## src/rtl/note_pkg.sv

```systemverilog
// note_pkg: ASCII constants, note codes, FSM states and character helpers for ascii_to_note.
// Lowercase a..g acceptance is enabled by ASCII_TO_NOTE_LOWERCASE_EN.
package note_pkg;
   localparam logic [7:0] SPACE = 8'h20, POUND = 8'h23;
   localparam logic [7:0] CH_A = 8'h41, CH_B = 8'h42, CH_C = 8'h43, CH_D = 8'h44;
   localparam logic [7:0] CH_E = 8'h45, CH_F = 8'h46, CH_G = 8'h47;
   localparam logic [3:0] NOTE_REST = 4'd0, NOTE_C = 4'd1, NOTE_CS = 4'd2, NOTE_D = 4'd3;
   localparam logic [3:0] NOTE_DS = 4'd4, NOTE_E = 4'd5, NOTE_F = 4'd6, NOTE_FS = 4'd7;
   localparam logic [3:0] NOTE_G = 4'd8, NOTE_GS = 4'd9, NOTE_A = 4'd10, NOTE_AS = 4'd11;
   localparam logic [3:0] NOTE_B = 4'd12;
   typedef enum logic {FIRST, SECOND} state_t;
   function automatic logic [7:0] norm_char(input logic [7:0] c);
`ifdef ASCII_TO_NOTE_LOWERCASE_EN
      return (c >= 8'h61 && c <= 8'h67) ? c - 8'h20 : c;
`else
      return c;
`endif
   endfunction
   function automatic logic is_start(input logic [7:0] c);
      return c == SPACE || (c >= CH_A && c <= CH_G);
   endfunction
endpackage

```

## src/rtl/ascii_to_note_if.sv

```systemverilog
// ascii_to_note_if: character input and note output valid/ready handshakes.
interface ascii_to_note_if;
   logic [7:0] asciiChar;
   logic       charValid;
   logic       charReady;
   logic [3:0] noteHex;
   logic       noteValid;
   logic       noteReady;
   modport master (output asciiChar, charValid, noteReady, input charReady, noteHex, noteValid);
   modport slave (input asciiChar, charValid, noteReady, output charReady, noteHex, noteValid);
endinterface

```

## src/rtl/note_pair_decode.sv

```systemverilog
// note_pair_decode: combinational lookup of a (first, second) character cell to {legal, code}.
module note_pair_decode
   import note_pkg::*;
(
   input  logic [7:0] first_char,
   input  logic [7:0] second_char,
   output logic       legal,
   output logic [3:0] code
);
   logic [3:0] base;
   logic       sharp_ok, known;
   always_comb begin
      base = NOTE_REST;
      sharp_ok = 1'b0;
      known = 1'b1;
      case (first_char)
         SPACE: base = NOTE_REST;
         CH_C: begin base = NOTE_C; sharp_ok = 1'b1; end
         CH_D: begin base = NOTE_D; sharp_ok = 1'b1; end
         CH_E: base = NOTE_E;
         CH_F: begin base = NOTE_F; sharp_ok = 1'b1; end
         CH_G: begin base = NOTE_G; sharp_ok = 1'b1; end
         CH_A: begin base = NOTE_A; sharp_ok = 1'b1; end
         CH_B: base = NOTE_B;
         default: known = 1'b0;
      endcase
      legal = known & (second_char == SPACE | (second_char == POUND & sharp_ok));
      code = base + {3'b0, second_char == POUND};
   end
endmodule

```

## src/rtl/ascii_to_note.sv

```systemverilog
// ascii_to_note: decodes two-character ASCII cells into 4-bit note codes with error counting.
// Define ASCII_TO_NOTE_LOWERCASE_EN to accept lowercase a..g.
module ascii_to_note
   import note_pkg::*;
#(
   parameter int TIMEOUT = 1000,
   parameter int CNT_W = 16
) (
   input  logic            clk,
   input  logic            reset,
   ascii_to_note_if.slave  bus,
   output logic            errPulse,
   output logic [7:0]      errCount
);
   localparam logic [CNT_W-1:0] TLAST = CNT_W'(TIMEOUT - 1);
   state_t           state, state_n;
   logic [7:0]       first_char, first_n, c;
   logic [CNT_W-1:0] timer, timer_n;
   logic [3:0]       hex_n, code;
   logic             valid_n, err, legal, acc;
   assign c = norm_char(bus.asciiChar);
   assign bus.charReady = state == FIRST | !bus.noteValid | bus.noteReady;
   assign acc = bus.charValid & bus.charReady;
   note_pair_decode u_dec (.first_char(first_char), .second_char(c), .legal(legal), .code(code));
   always_comb begin
      state_n = state;
      first_n = first_char;
      timer_n = timer;
      err = 1'b0;
      hex_n = bus.noteHex;
      valid_n = bus.noteValid & !bus.noteReady;
      if (state == FIRST) begin
         if (acc && is_start(c)) begin
            state_n = SECOND;
            first_n = c;
            timer_n = '0;
         end else if (acc) err = 1'b1;
      end else if (acc && legal) begin
         hex_n = code;
         valid_n = 1'b1;
         state_n = FIRST;
      end else if (acc) begin
         // a bad second character that could start a cell resynchronises onto it
         err = 1'b1;
         first_n = c;
         timer_n = '0;
         state_n = is_start(c) ? SECOND : FIRST;
      end else if (TIMEOUT != 0 && timer == TLAST) begin
         err = 1'b1;
         state_n = FIRST;
      end else timer_n = timer + CNT_W'(1);
   end
   always_ff @(posedge clk) begin
      if (reset) begin
         state <= FIRST;
         first_char <= SPACE;
         timer <= '0;
         bus.noteHex <= '0;
         bus.noteValid <= 1'b0;
         errPulse <= 1'b0;
         errCount <= '0;
      end else begin
         state <= state_n;
         first_char <= first_n;
         timer <= timer_n;
         bus.noteHex <= hex_n;
         bus.noteValid <= valid_n;
         errPulse <= err;
         errCount <= errCount + {7'b0, err & (errCount != 8'hFF)};
      end
   end
endmodule
```

## src/flat_wrapper.sv

```systemverilog
// flat-port wrapper written by rule: the top's interface ports become plain ports
module ascii_to_note_flat import note_pkg::*;
#(
   parameter int TIMEOUT = 1000,
   parameter int CNT_W = 16
)
  (clk, reset, errPulse, errCount, bus_asciiChar, bus_charValid, bus_noteReady, bus_charReady, bus_noteHex, bus_noteValid);
  ascii_to_note_if bus_i ();
  input  logic clk;
  input  logic reset;
  output logic errPulse;
  output logic [7:0] errCount;
  input wire logic [$bits(bus_i.asciiChar)-1:0] bus_asciiChar;
  input wire logic [$bits(bus_i.charValid)-1:0] bus_charValid;
  input wire logic [$bits(bus_i.noteReady)-1:0] bus_noteReady;
  output wire logic [$bits(bus_i.charReady)-1:0] bus_charReady;
  output wire logic [$bits(bus_i.noteHex)-1:0] bus_noteHex;
  output wire logic [$bits(bus_i.noteValid)-1:0] bus_noteValid;
  assign bus_i.asciiChar = bus_asciiChar;
  assign bus_i.charValid = bus_charValid;
  assign bus_i.noteReady = bus_noteReady;
  assign bus_charReady = bus_i.charReady;
  assign bus_noteHex = bus_i.noteHex;
  assign bus_noteValid = bus_i.noteValid;
  ascii_to_note #(.TIMEOUT(TIMEOUT), .CNT_W(CNT_W)) u_core (.clk(clk), .reset(reset), .bus(bus_i), .errPulse(errPulse), .errCount(errCount));
endmodule
```

## config.mk

```make
export PLATFORM = sky130hd
export DESIGN_NAME = ascii_to_note_flat
export DESIGN_NICKNAME = d
export VERILOG_FILES = /design/src/rtl/note_pkg.sv /design/src/rtl/ascii_to_note_if.sv /design/src/rtl/note_pair_decode.sv /design/src/rtl/ascii_to_note.sv /design/src/flat_wrapper.sv
export SDC_FILE = /design/constraint.sdc
export NUM_CORES = 1
export LEC_CHECK = 0
export CELL_PAD_IN_SITES_DETAIL_PLACEMENT = 0
export CELL_PAD_IN_SITES_GLOBAL_PLACEMENT = 1
export CORE_UTILIZATION = 44
export DETAILED_ROUTE_END_ITERATION = 6
export PLACE_DENSITY = 0.83
export SLEW_MARGIN = 20
export SYNTH_ARGS = -nofsm -noshare
export SYNTH_HDL_FRONTEND = slang
export SYNTH_SLANG_ARGS = --single-unit
```

## constraint.sdc

```tcl
create_clock -name clk -period 4.16 [get_ports clk]
set_input_delay 0.624 -clock clk [delete_from_list [all_inputs] [get_ports clk]]
set_output_delay 0.624 -clock clk [all_outputs]
set_load 0.1 [all_outputs]
```

==> impl_results.md <==
- Result of the run: finished with violations
- Violated checks: DRC
- Relative contribution of combinational cells to total power: 8.3%
- Root buffer cell: sky130_fd_sc_hd__clkbuf_8
- Clock tree skew after final layout: 0.00316 ns
- Post-synth top flop: sky130_fd_sc_hd__dfxtp_1
- DR DRC count: 4
- Cell family with the largest share of critical-path delay: simple AND/OR/NAND/NOR gates
- CTS tree: done
- Largest net degree at the start of global routing: 29
- Total power after layout: 836 uW
- Worst reg2reg startpoint: u_core.first_char[7]
- Crit Path Max Fanout: 4
- Cell Int Power: 641 uW
- Post-Route Utilization: 56.9%
- Crit path kind: input port to flip-flop
- Req. time, crit path: 4.35 ns
- Number of synthesized flops with an enable pin: 0
- Detail-routed net length per standard cell: 14.1 um
- Reg2Reg Setup Slack: 1.34 ns
- Unrepaired setup endpoints after global routing: no
- Iter 0 DRT Violations: 122
- Avg Cell Area, Syn: 8.59 um^2
- Switching pwr: 195 uW
- DP Area: 2410 um^2
- Last weighted congestion value of the routability-driven placer: 0.845
- Area enclosed by the die boundary: 5080 um^2
- Worst-case hold path end point: u_core.first_char[3]
- Count of pins over their slew limit: 0
- Final Hold Violating Endpoints: 0
- Wire length of the first global-routing pass: 7940 um
- Grt ovf: 0
- Hold_sp: u_core.first_char[3]
- VDD IR max: 0.000178 V
- Number of rows in the core area: 24
- Area delta synth->final: 20.4%
- Top post-synthesis cells by area: sky130_fd_sc_hd__dfxtp_1 (37%), sky130_fd_sc_hd__mux2i_1 (6.6%), sky130_fd_sc_hd__nor2_1 (4.3%)
- Post-Place Cells: 319
- Post-detailed-placement half-perimeter wirelength: 3280 um
- Worst-path clk slew: 0.08 ns
- Design area: 2540 um^2
- Final Cycle Share: 78.0%
- Clock network fraction of total power: 46.2%
- Cell area power density: 328 nW/um^2
- Most instantiated library cell after synthesis: sky130_fd_sc_hd__dfxtp_1
- Height of the die: 71.3 um
- Number of CTS-inserted buffers: 5
- CTS Buffer Depth: 2
- Initial core utilization: 47.2%
- Number of I/O pins: 27
- Overall track demand over capacity in global routing: 19.8%
- Buffers inserted during post-CTS setup optimization: 0
- Critical path, cell by cell: clkdlybuf4s50_1, nor3_4, or3b_4, nor4_4, a21oi_1, a22oi_1, nor2_1, ha_1, ha_1, nand3_1, xor2_1, nor2_1
- Number of global-route vias before repair: 1703
- Remaining antenna violation count: 0
- Net count after synthesis: 263
- Via-to-Cell Ratio: 5.65
- Final critical delay including setup and external delays: 3.25 ns
- Static leakage: 0.856 nW
- Max-cap violations: 0
- Post-synth top area cell: sky130_fd_sc_hd__dfxtp_1
- Count of H-tree levels built during CTS: 2
- Switching portion of total power: 23.3%
- Number of nets in the layout: 291
- Post-synthesis instance area: 2110 um^2
- Worst EP arrival: 3.43 ns
- Worst Reg-to-Reg Cells: 11
- Worst flop-to-flop path endpoint: u_core.errCount[6]
- Critical Path Sink Type: flip-flop
- Slew @ Worst Pin: 0.972 ns
- Flop and latch count out of synthesis: 39
- Layout cells sized above 1: 9.45%
- Pre-CTS setup slack: 0.599 ns
- Sequential cell fraction of total power: 45.5%
- Die extent in x: 71.3 um
- Share of synthesized flip-flops with an asynchronous set or reset: 0%
- Buffers added on ports: 26
- Clk_lat worst skew: 0.30 ns
- Vias: 1849
- Sequential element share of the synthesized area: 36.9%
- Ant. Diodes: 0
- Delay of the slowest cell on the worst path: 0.47 ns
- Hold WC Path Type: flip-flop to flip-flop
- Distinct cell type count after synthesis: 55
- Number of instances on the worst hold path: 2
- Drt first pass iters: 6
- Hold buffers post-CTS: 0
- Critical path launch point type: input port
- Smallest hold slack: 0.489 ns
- Worst slew margin relative to its limit: 35.0%
- Number of buffers and inverters on the critical path: 1
- Slowest library cell on the worst path: sky130_fd_sc_hd__clkdlybuf4s50_1
- Post-synthesis cell count: 246
- Endpoints failing setup: 0
- Detailed Route WL: 4610 um
- Yosys warning count: 0
- Cts repair resizes: 0
- Final-layout setup total negative slack: 0 ns
- Final setup slack of the worst path: 0.914 ns
- Clock tree sinks: 39
- Core area: 4470 um^2
- Non-filler instance count after layout: 327
- Most frequent cells after synthesis: sky130_fd_sc_hd__dfxtp_1 (39), sky130_fd_sc_hd__nor2_1 (24), sky130_fd_sc_hd__mux2i_1 (14), sky130_fd_sc_hd__nand2_1 (14), sky130_fd_sc_hd__nor3_1 (14)
- Fraction of synthesized cell area taken by the top area cell type: 36.9%
- Highest attainable clock frequency: 0.308 GHz
- Antenna violations before repair: 0
-- flip-flops by register name (all words and copies together), names as in the netlist --
signal and flops:
u_core.bus.noteHex 4, u_core.bus.noteValid 1, u_core.timer 16, u_core.first_char 8, u_core.state 1, u_core.errPulse 1, u_core.errCount 8
-- layer usage --
metal	track usage (%)	up-vias	part of all wire, %
met5	0	-	0
met4	7.33	0	1.5
met3	4.78	7	4.7
met2	28.7	38	41
met1	28.5	836	53
li1	-	968	-
-- placed cells by master, fill, tap and decap left out, types with 9 or more instances in the layout --
master,synthesis,routed
sky130_fd_sc_hd__a31oi_1,9,9
sky130_fd_sc_hd__nand2_1,14,14
sky130_fd_sc_hd__nor3_1,14,14
sky130_fd_sc_hd__mux2i_1,14,14
sky130_fd_sc_hd__o21ai_0,9,9
sky130_fd_sc_hd__clkdlybuf4s50_1,0,25
sky130_fd_sc_hd__nor2_1,24,24
sky130_fd_sc_hd__inv_1,13,13
sky130_fd_sc_hd__a21oi_1,12,12
sky130_fd_sc_hd__dfxtp_1,39,39
sky130_fd_sc_hd__nand3_1,10,10
-- worst max path at each step --
stage | to | cells after the start | start | slack, ns
3_3_place_gp | u_core.errCount[6] | 12 | bus_asciiChar[7] | 0.69
6_report | u_core.errCount[6] | 12 | bus_asciiChar[7] | 0.91
5_1_grt | u_core.errCount[6] | 12 | bus_asciiChar[7] | 0.76
4_1_cts | u_core.errCount[6] | 12 | bus_asciiChar[7] | 0.93
2_1_floorplan | u_core.errCount[7] | 10 | u_core.bus.noteValid | 0.35
3_5_place_dp | u_core.errCount[4] | 12 | bus_asciiChar[7] | 0.60
-- power groups by stage --
stage | combinational [mW] | sequential, mW | clock (mW)
2_1_floorplan | 0.0245 | 0.408 | 0
4_1_cts | 0.0702 | 0.380 | 0.396
5_1_grt | 0.0746 | 0.381 | 0.407
3_5_place_dp | 0.0698 | 0.389 | 0
3_3_place_gp | 0.0697 | 0.389 | 0
6_report | 0.0696 | 0.380 | 0.386
-- cells by family (layout without fill, tap and decap cells) --
kind of cell,count (synthesis),after routing,synth area share (%)
simple gates,110,110,29.3
compound gates,53,53,17.8
flops,39,39,36.9
buf+inv,20,49,4.32
mux,14,14,6.63
fa+ha+maj,5,5,2.96
xor+xnor,5,5,2.07
-- tightest hold or removal path, delay by kind of cell, from the launching register on --
| kind | cells | cell delay [ns] |
|---|---|---|
| flops | 1 | 0.33 |
| simple gates | 1 | 0.07 |
| mux | 1 | 0.06 |
-- area by class of cell --
type	instances	area [um^2]
Clock buffer	5	68.8
Inverter	13	48.8
Clock inverter	3	67.6
Sequential cell	39	781
Tap cell	52	65.1
Multi-Input combinational cell	187	1240
Fill cell	449	1930
Timing Repair Buffer	28	273
Note: power is estimated with default switching activity, not from simulation.
